`src/rtl/cva6_bht_sat.sv`:
```
// Branch history table of 2-bit saturating counters with a one-stage update pipeline and a flush sweep.
// Optional macro CVA6_BHT_FWD_EN forwards the pending update write into the prediction path.
module cva6_bht_sat #(
    parameter int unsigned XLEN       = 32,
    parameter int unsigned NR_ENTRIES = 128,
    parameter bit          CEXT_EN    = 1'b1,
    parameter logic [1:0]  INIT_CNT   = 2'b01
) (
    input  logic            clk_i,
    input  logic            rst_i,
    input  logic            flush_i,
    output logic            busy_o,
    input  logic [XLEN-1:0] vpc_i,
    output logic            pred_valid_o,
    output logic            pred_taken_o,
    output logic [1:0]      pred_cnt_o,
    input  logic            upd_valid_i,
    input  logic [XLEN-1:0] upd_pc_i,
    input  logic            upd_taken_i
);

    localparam int unsigned IDX_W = $clog2(NR_ENTRIES);
    localparam int unsigned OFF   = CEXT_EN ? 1 : 2;

    typedef enum logic {
        IDLE,
        SWEEP
    } state_e;

    typedef struct packed {
        logic             valid;
        logic [IDX_W-1:0] idx;
        logic [1:0]       cnt;
    } upd_t;

    logic [1:0]       cnt_q [NR_ENTRIES];
    state_e           state_q;
    logic [IDX_W-1:0] sweep_q;
    upd_t             upd_q;
    upd_t             upd_d;

    logic [IDX_W-1:0] vpc_idx;
    logic [IDX_W-1:0] upd_idx;
    logic [1:0]       cur_cnt;
    logic [1:0]       new_cnt;
    logic             unused_pc_bits;

    assign vpc_idx = vpc_i[OFF +: IDX_W];
    assign upd_idx = upd_pc_i[OFF +: IDX_W];

    // Upper PC bits only alias entries together; they never select anything.
    assign unused_pc_bits = ^{vpc_i[XLEN-1:OFF+IDX_W], vpc_i[OFF-1:0],
                              upd_pc_i[XLEN-1:OFF+IDX_W], upd_pc_i[OFF-1:0]};

    always_comb begin
        pred_cnt_o = cnt_q[vpc_idx];
`ifdef CVA6_BHT_FWD_EN
        if (upd_q.valid && (upd_q.idx == vpc_idx)) begin
            pred_cnt_o = upd_q.cnt;
        end
`endif
    end

    assign pred_taken_o = pred_cnt_o[1];
    assign busy_o       = (state_q == SWEEP);
    assign pred_valid_o = !busy_o;

    // The pending write has not reached the array yet, so a same-index update must start from it.
    always_comb begin
        cur_cnt = cnt_q[upd_idx];
        if (upd_q.valid && (upd_q.idx == upd_idx)) begin
            cur_cnt = upd_q.cnt;
        end
        new_cnt = cur_cnt;
        if (upd_taken_i) begin
            if (cur_cnt != 2'b11) begin
                new_cnt = cur_cnt + 2'b01;
            end
        end else begin
            if (cur_cnt != 2'b00) begin
                new_cnt = cur_cnt - 2'b01;
            end
        end
        upd_d.valid = upd_valid_i && (state_q == IDLE) && !flush_i;
        upd_d.idx   = upd_idx;
        upd_d.cnt   = new_cnt;
    end

    always_ff @(posedge clk_i) begin
        if (rst_i) begin
            for (int i = 0; i < NR_ENTRIES; i++) begin
                cnt_q[i] <= INIT_CNT;
            end
            state_q <= IDLE;
            sweep_q <= '0;
            upd_q   <= '0;
        end else begin
            upd_q <= upd_d;
            case (state_q)
                IDLE: begin
                    if (flush_i) begin
                        state_q <= SWEEP;
                        sweep_q <= '0;
                    end else if (upd_q.valid) begin
                        cnt_q[upd_q.idx] <= upd_q.cnt;
                    end
                end
                SWEEP: begin
                    if (flush_i) begin
                        sweep_q <= '0;
                    end else begin
                        cnt_q[sweep_q] <= INIT_CNT;
                        sweep_q        <= sweep_q + 1'b1;
                        if (sweep_q == IDX_W'(NR_ENTRIES - 1)) begin
                            state_q <= IDLE;
                        end
                    end
                end
                default: state_q <= IDLE;
            endcase
        end
    end

endmodule
```
`config.mk`:
```
export PLATFORM = sky130hd
export DESIGN_NAME = cva6_bht_sat
export DESIGN_NICKNAME = d
export VERILOG_FILES = /design/src/rtl/cva6_bht_sat.sv
export SDC_FILE = /design/constraint.sdc
export NUM_CORES = 1
export LEC_CHECK = 0
export ABC_CLOCK_PERIOD_IN_PS = 5900
export BUFFER_PORTS_ARGS = -buffer_cell sky130_fd_sc_hd__buf_2
export CAP_MARGIN = 20
export CORE_MARGIN = 2
export CORE_UTILIZATION = 40
export DETAILED_ROUTE_END_ITERATION = 16
export HOLD_SLACK_MARGIN = 0.06
export PLACE_DENSITY_LB_ADDON = 0.08
export SYNTH_ARGS = -nofsm -noshare
export SYNTH_HDL_FRONTEND = slang
export SYNTH_SLANG_ARGS = --single-unit
```
`constraint.sdc`:
```
create_clock -name clk_i -period 5.9 [get_ports clk_i]
set_input_delay 1.18 -clock clk_i [delete_from_list [all_inputs] [get_ports clk_i]]
set_output_delay 1.18 -clock clk_i [all_outputs]
set_load 0.005 [all_outputs]
```
=== Word-level counts from Yosys, hierarchy flattened ===
Memory sizes are Yosys's and may differ from the RTL's.
Index checks and enable logic that the tools add are counted.

* Register bits: 18
* Bits in writable memories: 256
* Bits of input ports: 69
* Output and inout bits: 5
* Logic and storage cells: 50
* Memories kept: 1

* Add/subtract/negate cells: 3
* Equality and inequality tests: 4
* Muxes and demuxes: 28
* Bitwise operators: 1
* Reduce and logical (&&, ||, !) cells: 8

{| class="wikitable"
|+ Memories
! memory !! words !! width !! read ports !! clocked after Yosys merged registers in !! wr ports !! line !! RTL
|-
| cnt_q || 128 || 2 || 2 || 0 || 128 || 36 || <nowiki>logic [1:0] cnt_q [NR_ENTRIES];</nowiki>
|}

{| class="wikitable"
|+ Operators with widths
! kind !! number
|-
| 7-bit 2-to-1 mux || 4
|-
| 1-bit 2-to-1 mux || 16
|-
| 7-bit one-hot mux with 2 select lines || 1
|-
| 2-bit 2-to-1 mux || 6
|-
| 7-bit by 1-bit adder with 7-bit output (second input constant) || 1
|-
| 7-bit equality test || 1
|-
| 7-bit equality test (second input constant) || 1
|-
| 2-bit inequality test (second input constant) || 2
|-
| 2-bit OR reduction || 2
|-
| 1-bit logical AND || 3
|-
| 2-bit by 1-bit adder with 2-bit output (second input constant) || 1
|-
| 1-bit logical NOT || 2
|-
| 1-bit one-hot mux with 2 select lines || 1
|-
| 2-bit nonzero test || 1
|-
| 2-bit by 1-bit subtractor with 2-bit output (second input constant) || 1
|-
| 1-bit NOT || 1
|}

=== Longest topological paths before layout ===
Gate-level depths: netlist (run 1).

* Depth in word-level cells: 8
* Depth in mapped cells: 11
* Depth with buffers taken out: 7

=== Worst setup path before layout (run 1) ===
Ideal clock, no wire load.

* Path kind: in2out
* From: input port vpc_i[3]
* To: output port pred_cnt_o[1]
* Arrival time: 3,535 ps
* Required time: 4,720 ps
* Path slack: 1,185 ps
* Cell stages on the path: 6
* Buffers on the path: 3
* Path through: clkbuf_1 buf_1 mux4_2 mux4_2 mux2_2 buf_4

* Word-level cells in the longest chain between the ends: 1

{| class="wikitable"
|+ RTL lines
! item !! line !! RTL
|-
| from (decl) || 13 || <nowiki>input logic [XLEN-1:0] vpc_i,</nowiki>
|-
| memory 128 x 2 bit || -- ||
|-
| to (decl) || 16 || <nowiki>output logic [1:0] pred_cnt_o,</nowiki>
|}

Every way passes these cells.

=== Worst setup path in the final report (run 1) ===
* From: input port vpc_i[1]
* To: output port pred_cnt_o[0]

Same word-level chain as after synthesis.

==> impl_metrics.ini, run 1 <==
[floorplan]
die_area_mm2 = 0.0412
initial_utilization_pct = 40.8
rows = 72
die_w_um = 203
die_h_um = 203
boundaryPins = 74
core_area_mm2 = 0.0388

[critical_path]
crit_path_max_fanout = 21
cp.required_ns = 4.72
slowest_stage = mux4_2
cp_slowest_stage_delay_ns = 0.58
setup.worst_path.start_class = primary input
path_cells = buf_4 -> buf_12 -> mux4_2 -> mux4_2 -> mux4_2 -> mux2_2 -> buf_2
cp-end-kind = primary output
critPathArrivalTime_ns = 3.82
cpMostUsedCell = mux4_2
regToRegSetupSlack_ns = 2.33
crit_type = primary input to primary output
crit_buf_inv = 3
critical-path-top-delay-family = multiplexers

[logic_synthesis]
ys_ff_latch = 274
synth_top_area_cell = edfxtp_1
async_flop_share_pct = 0
synth_top_cell_area_share_pct = 48.5
ys_types = 58
netlist_area_mm2 = 0.0158
synth_edf_count = 256
syn-num-nets = 1358
ys_seq_area_share_pct = 50.8
synth.top_cells.by_area = edfxtp_1, mux4_2, nor2_1
avgSynthCellArea_um2 = 12.3
ys.flop_type = edfxtp_1
synth.most_common_cell = edfxtp_1
syn_inst = 1288
synthTopCellsByCount = edfxtp_1, nor2_1, nand2_1
ys_warn_count = 0

[route]
detail-route-antenna-nets = 0
vias = 10600
firstDrtPassIters = 5
wl_per_cell_um = 25.9
dr.first_iter.drc_count = 874
drc = 0
routed_wl_um = 46300
vias_per_cell = 5.89

[sta]
drv_slew = 0
relSlewSlack_pct = 28.8
holdWs_ns = 0.529
clock_skew_ns = 0.0145
setup_viol = 0
fmax_mhz = 200
rsz0062_at_grt = no
timing.final.crit_share_pct = 84.7
hold_viol_final = 0
fin_tns_setup_ns = 0
min_period_ns = 5.00
worstMarginPinSlew_ns = 1.06

[clock_tree]
clk_latency_ns = 0.52
clock_path_buffers = 3
post_cts_buffers = 0
htree_levels = 2
cts_tree = yes
numCtsBuffers = 35
clock_sinks = 274
clk_pin_slew_ns = 0.06
ctsHoldBuffers = 0
cts.repair.resized = 0
cts-root-buf = clkbuf_16

[placement]
io_buffers = 23
dpl-instance-area_mm2 = 0.0164
dp_hpwl_um = 30100
place_inst = 1729
gp_congestion = 0.809

[global_routing]
grt-ovfl-total = 0
grt_usage_pct = 23.2
grt_pass1_wl_um = 70000
grt_pass1_vias = 10700
grt_max_degree = 77
grt_antenna_before_repair = 2

[final_layout]
final_util_pct = 45.1
synthToLayoutAreaGrowth_pct = 10.5
layoutNonFillerInstCount = 1791
antenna_cells = 0
final_layout_size_suffix_gt1_share_pct = 24.5
stdcell_area_mm2 = 0.0175
layout.nets = 1318

[pwr]
total_leakage_power_nw = 5.15
p_per_area_mw_per_mm2 = 271
peakVddDrop_mv = 0.149

[worst_hold_path]
min_path_type = flip-flop to flip-flop

[job]
cap_violations = 0

[outcome]
run_status = completed
placed cells by master (no fill, tap or decap), types with 3 or more instances in the layout:
master,n
buf_2,20
clkinv_1,8
nand2b_1,84
nand2_1,151
buf_4,32
nor3_1,45
inv_1,8
mux4_1,6
clkinv_2,6
mux2i_1,10
xnor2_1,11
or2_2,43
nor3b_1,7
mux4_2,144
a21o_1,12
a22o_1,4
a31oi_1,5
o21a_1,6
nor2_2,7
or3_1,3
mux2_2,4
buf_12,5
edfxtp_1,256
nor2b_1,14
o21ai_0,10
nor2_1,146
o21bai_1,4
nand3_1,89
a22oi_1,10
nand4_1,4
dfxtp_1,18
nor4_1,11
o31a_1,3
clkbuf_16,37
clkbuf_1,8
a21oi_1,4
registers in the layout, indices dropped and copies added (netlist names):
name / count
busy_o: 1
cnt_q: 256
sweep_q: 7
upd_q: 10
path summary, 6_finish.rpt:
kind                            depth (start not counted)             to        from
worst max-delay path                                    7  pred_cnt_o[0]    vpc_i[1]
worst min-delay path                                    2     sweep_q[5]  sweep_q[5]
worst max register to register                          8   cnt_q[94][0]      busy_o
worst min register to register                          2     sweep_q[5]  sweep_q[5]
routing by layer:
| metal | routed length, um | track usage (%) | up-vias |
|---|---|---|---|
| met1 | 20200 | 32.0 | 5373 |
| met4 | 1550 | 8.00 | 2 |
| met3 | 2620 | 3.47 | 84 |
| met2 | 22000 | 37.8 | 334 |
| met5 | 12 | 0 | - |
| li1 | - | - | 4759 |
worst min-delay path: stages (launching register included):
cell,delay (ns)
dfxtp_1,0.34
o21ai_0,0.08
a21oi_1,0.06
final cells by class:
class | instances | area [um2]
Fill cell | 3531 | 21300
Sequential cell | 274 | 8050
Multi-Input combinational cell | 871 | 7240
Clock buffer | 45 | 956
Tap cell | 518 | 648
Timing Repair Buffer | 58 | 455
Clock inverter | 17 | 128
Inverter | 8 | 30.0
cells by family after synthesis:
family,synth area share [%]
and+or+nand+nor,18.6
DFF,50.8
muxes,22.4
buffers and inverters,3.80
AOI/OAI and AO/OA,3.61
xor gates and xnor gates,0.664
adders and majority gates,0.0790
power by group:
| group | switching, W | leakage [nW] | internal, W | total, W |
|---|---|---|---|---|
| Sequential | 0.0000292 | 2.37 | 0.00216 | 0.00219 |
| Clock | 0.000835 | 0.530 | 0.00123 | 0.00206 |
| Combinational | 0.000312 | 2.26 | 0.000186 | 0.000498 |
| Total | 0.00118 | 5.15 | 0.00357 | 0.00475 |
through the flow:
stage / total power (W) / setup WS (ns)
2_1_floorplan: 0.00256 / 1.19
6_report: 0.00475 / 0.901
4_1_cts: 0.00479 / 0.869
3_3_place_gp: 0.00272 / 0.872
3_5_place_dp: 0.00273 / 0.873
5_1_grt: 0.00490 / 0.809
No activity file was read; power rests on OpenSTA's default activity.
==> inputs of run 2 (changes only) <==
--- a/config.mk
+++ b/config.mk
@@ -5,7 +5,8 @@
 export SDC_FILE = /design/constraint.sdc
 export NUM_CORES = 1
 export LEC_CHECK = 0
-export ABC_CLOCK_PERIOD_IN_PS = 5900
+export ABC_AREA = 1
+export ABC_CLOCK_PERIOD_IN_PS = 4300
 export BUFFER_PORTS_ARGS = -buffer_cell sky130_fd_sc_hd__buf_2
 export CAP_MARGIN = 20
 export CORE_MARGIN = 2
==> constraint.sdc (replaced) <==
create_clock -name clk_i -period 4.3 [get_ports clk_i]
set_input_delay 0.86 -clock clk_i [delete_from_list [all_inputs] [get_ports clk_i]]
set_output_delay 0.86 -clock clk_i [all_outputs]
set_load 0.005 [all_outputs]
==> impl_metrics.ini, run 2 <==
[placement]
io_buffers = 23
dpl-instance-area_mm2 = 0.0170
gp_congestion = 0.822
dp_hpwl_um = 33800

[sta]
hold_viol_final = 0
fmax_mhz = 256
timing.final.crit_share_pct = 90.8
clock_skew_ns = 0.0140
min_period_ns = 3.90
relSlewSlack_pct = 37.0
drv_slew = 0
fin_tns_setup_ns = 0
rsz0062_at_grt = no
setup_viol = 0
worstMarginPinSlew_ns = 0.945

[clock_tree]
htree_levels = 2
post_cts_buffers = 0
cts.repair.resized = 0
clk_latency_ns = 0.54
cts-root-buf = clkbuf_16
ctsHoldBuffers = 0
clock_sinks = 274
clk_pin_slew_ns = 0.06
numCtsBuffers = 36
cts_tree = yes
clock_path_buffers = 3

[final_layout]
reg.largest.list = cnt_q (256), upd_q (10), sweep_q (7)
fillers = 3965
layout_common_cells = nand2_1, nand3_1, nor2_1
antenna_cells = 0
multi_input_area_mm2 = 0.00727
regMostFlops = cnt_q
layout_commonest_cell = nand2_1
synthToLayoutAreaGrowth_pct = 9.87
largest_reg_flops = 256
ff_latch_area_mm2 = 0.00805
final_layout_size_suffix_gt1_share_pct = 11.1
layout.nets = 2100
stdcell_area_mm2 = 0.0180

[pwr]
peakVddDrop_mv = 0.221
p_per_area_mw_per_mm2 = 371
total_leakage_power_nw = 6.35

[logic_synthesis]
synth_top_area_cell = edfxtp_1
synth_top_family_by_area = simple AND/OR/NAND/NOR gates
syn_inst = 2099
syn-num-nets = 2169
synth.most_common_cell = nand2_1
synthTopCellsByCount = nand2_1, nand3_1, nor2_1
synth_xor_xnor_area_share_pct = 0.160
ys_seq_area_share_pct = 49.2
synth_top_cell_area_share_pct = 47.0
async_flop_share_pct = 0
netlist_area_mm2 = 0.0164
synth-compound-area-share_pct = 9.41
muxShareOfSynthArea_pct = 0
ys_ff_latch = 274
yosys.area_share.simple_pct = 34.5
ys_warn_count = 0
synth_fa_ha_area_share_pct = 0.0764
ys_types = 35
synth.top_cells.by_area = edfxtp_1, nand2_1, nand3_1
synth_edf_count = 256
avgSynthCellArea_um2 = 7.80
ys.flop_type = edfxtp_1

[global_routing]
grtUsageMet2_pct = 44.2
grt_busiest_layer = met2
grt-ovfl-total = 0
grt_pass1_wl_um = 84100
grtUsageMet1_pct = 35.0
grt_use_met3_pct = 2.70
grt_usage_pct = 26.3
grt_pass1_vias = 14200
grt_antenna_before_repair = 0
grt_max_degree = 129

[critical_path]
cp-end-kind = primary output
crit_type = primary input to primary output
crit_path_max_fanout = 128
regToRegSetupSlack_ns = 1.18
setup.worst_path.start_class = primary input
cpMostUsedCell = nand2_1
slowest_stage = buf_12
critPathArrivalTime_ns = 3.04
crit_buf_inv = 3
cp.required_ns = 3.44
path_cells = buf_4 -> buf_12 -> o21ai_0 -> o22ai_1 -> o21ai_0 -> o221ai_1 -> nand3_1 -> nand2_1 -> nand2_1 -> nand2_1 -> buf_2
cp_slowest_stage_delay_ns = 0.43
critical-path-top-delay-family = compound AO/OA/AOI/OAI gates

[route]
drc = 0
vias_per_cell = 5.77
wl_per_cell_um = 21.4
vias = 14900
firstDrtPassIters = 6
dr.first_iter.drc_count = 1285
routed_wl_um = 55200
detail-route-antenna-nets = 0

[floorplan]
die_area_mm2 = 0.0426
core_area_mm2 = 0.0406
rows = 74
initial_utilization_pct = 40.3
die_h_um = 206
boundaryPins = 74
die_w_um = 206

[outcome]
run_status = completed

[worst_hold_path]
min_path_type = flip-flop to flip-flop

[job]
cap_violations = 0
[run 2: routing by layer]
metal,up-vias,share of wire [%]
li1,6991,-
met1,7194,43
met2,604,47
met3,109,6.6
met4,0,3.2
met5,-,0
[run 2: logic make-up (layout without fill, tap and decap cells)]
kind of cell               Yosys count  after routing
DFF                                274            274
adders and majority gates            1              1
buffers and inverters              251            202
AOI/OAI and AO/OA                  264            264
and+or+nand+nor                   1306           1306
xor gates and xnor gates             3              3
[run 2: worst min-delay path, stage by stage (launching register included)]
cell and delay [ns]:
dfxtp_1 0.34, nand2_1 0.08, a21oi_1 0.05
[run 2: layout make-up]
class	instances	area share, %
Inverter	64	1.37
Tap cell	532	3.70
Timing Repair Buffer	80	4.02
Multi-Input combinational cell	1574	40.4
Sequential cell	274	44.7
Clock buffer	43	5.27
Clock inverter	15	0.501
[run 2: where the power goes]
part           internal, W  switching, W
Sequential         0.00297     0.0000366
Clock              0.00161       0.00115
Combinational     0.000239      0.000671
[run 2: metrics by stage]
step,std cells,utilization [%],setup WS [ns],hold WS [ns],power [W]
floorplan,2099,-,1.20,0.471,0.00362
global placement,2524,41.7,0.535,0.501,0.00395
detailed placement,2524,41.7,0.519,0.509,0.00396
CTS,2582,44.3,0.517,0.518,0.00671
global route,2582,44.3,0.214,0.543,0.00689
finish,2582,44.3,0.397,0.518,0.00667
[run 2: path summary, 6_finish.rpt]
| kind | start | to | cells after the start |
|---|---|---|---|
| hold / removal | sweep_q[1] | sweep_q[1] | 2 |
| hold reg to reg | sweep_q[1] | sweep_q[1] | 2 |
| setup / recovery | vpc_i[1] | pred_cnt_o[1] | 11 |
| setup reg to reg | busy_o | cnt_q[100][0] | 13 |
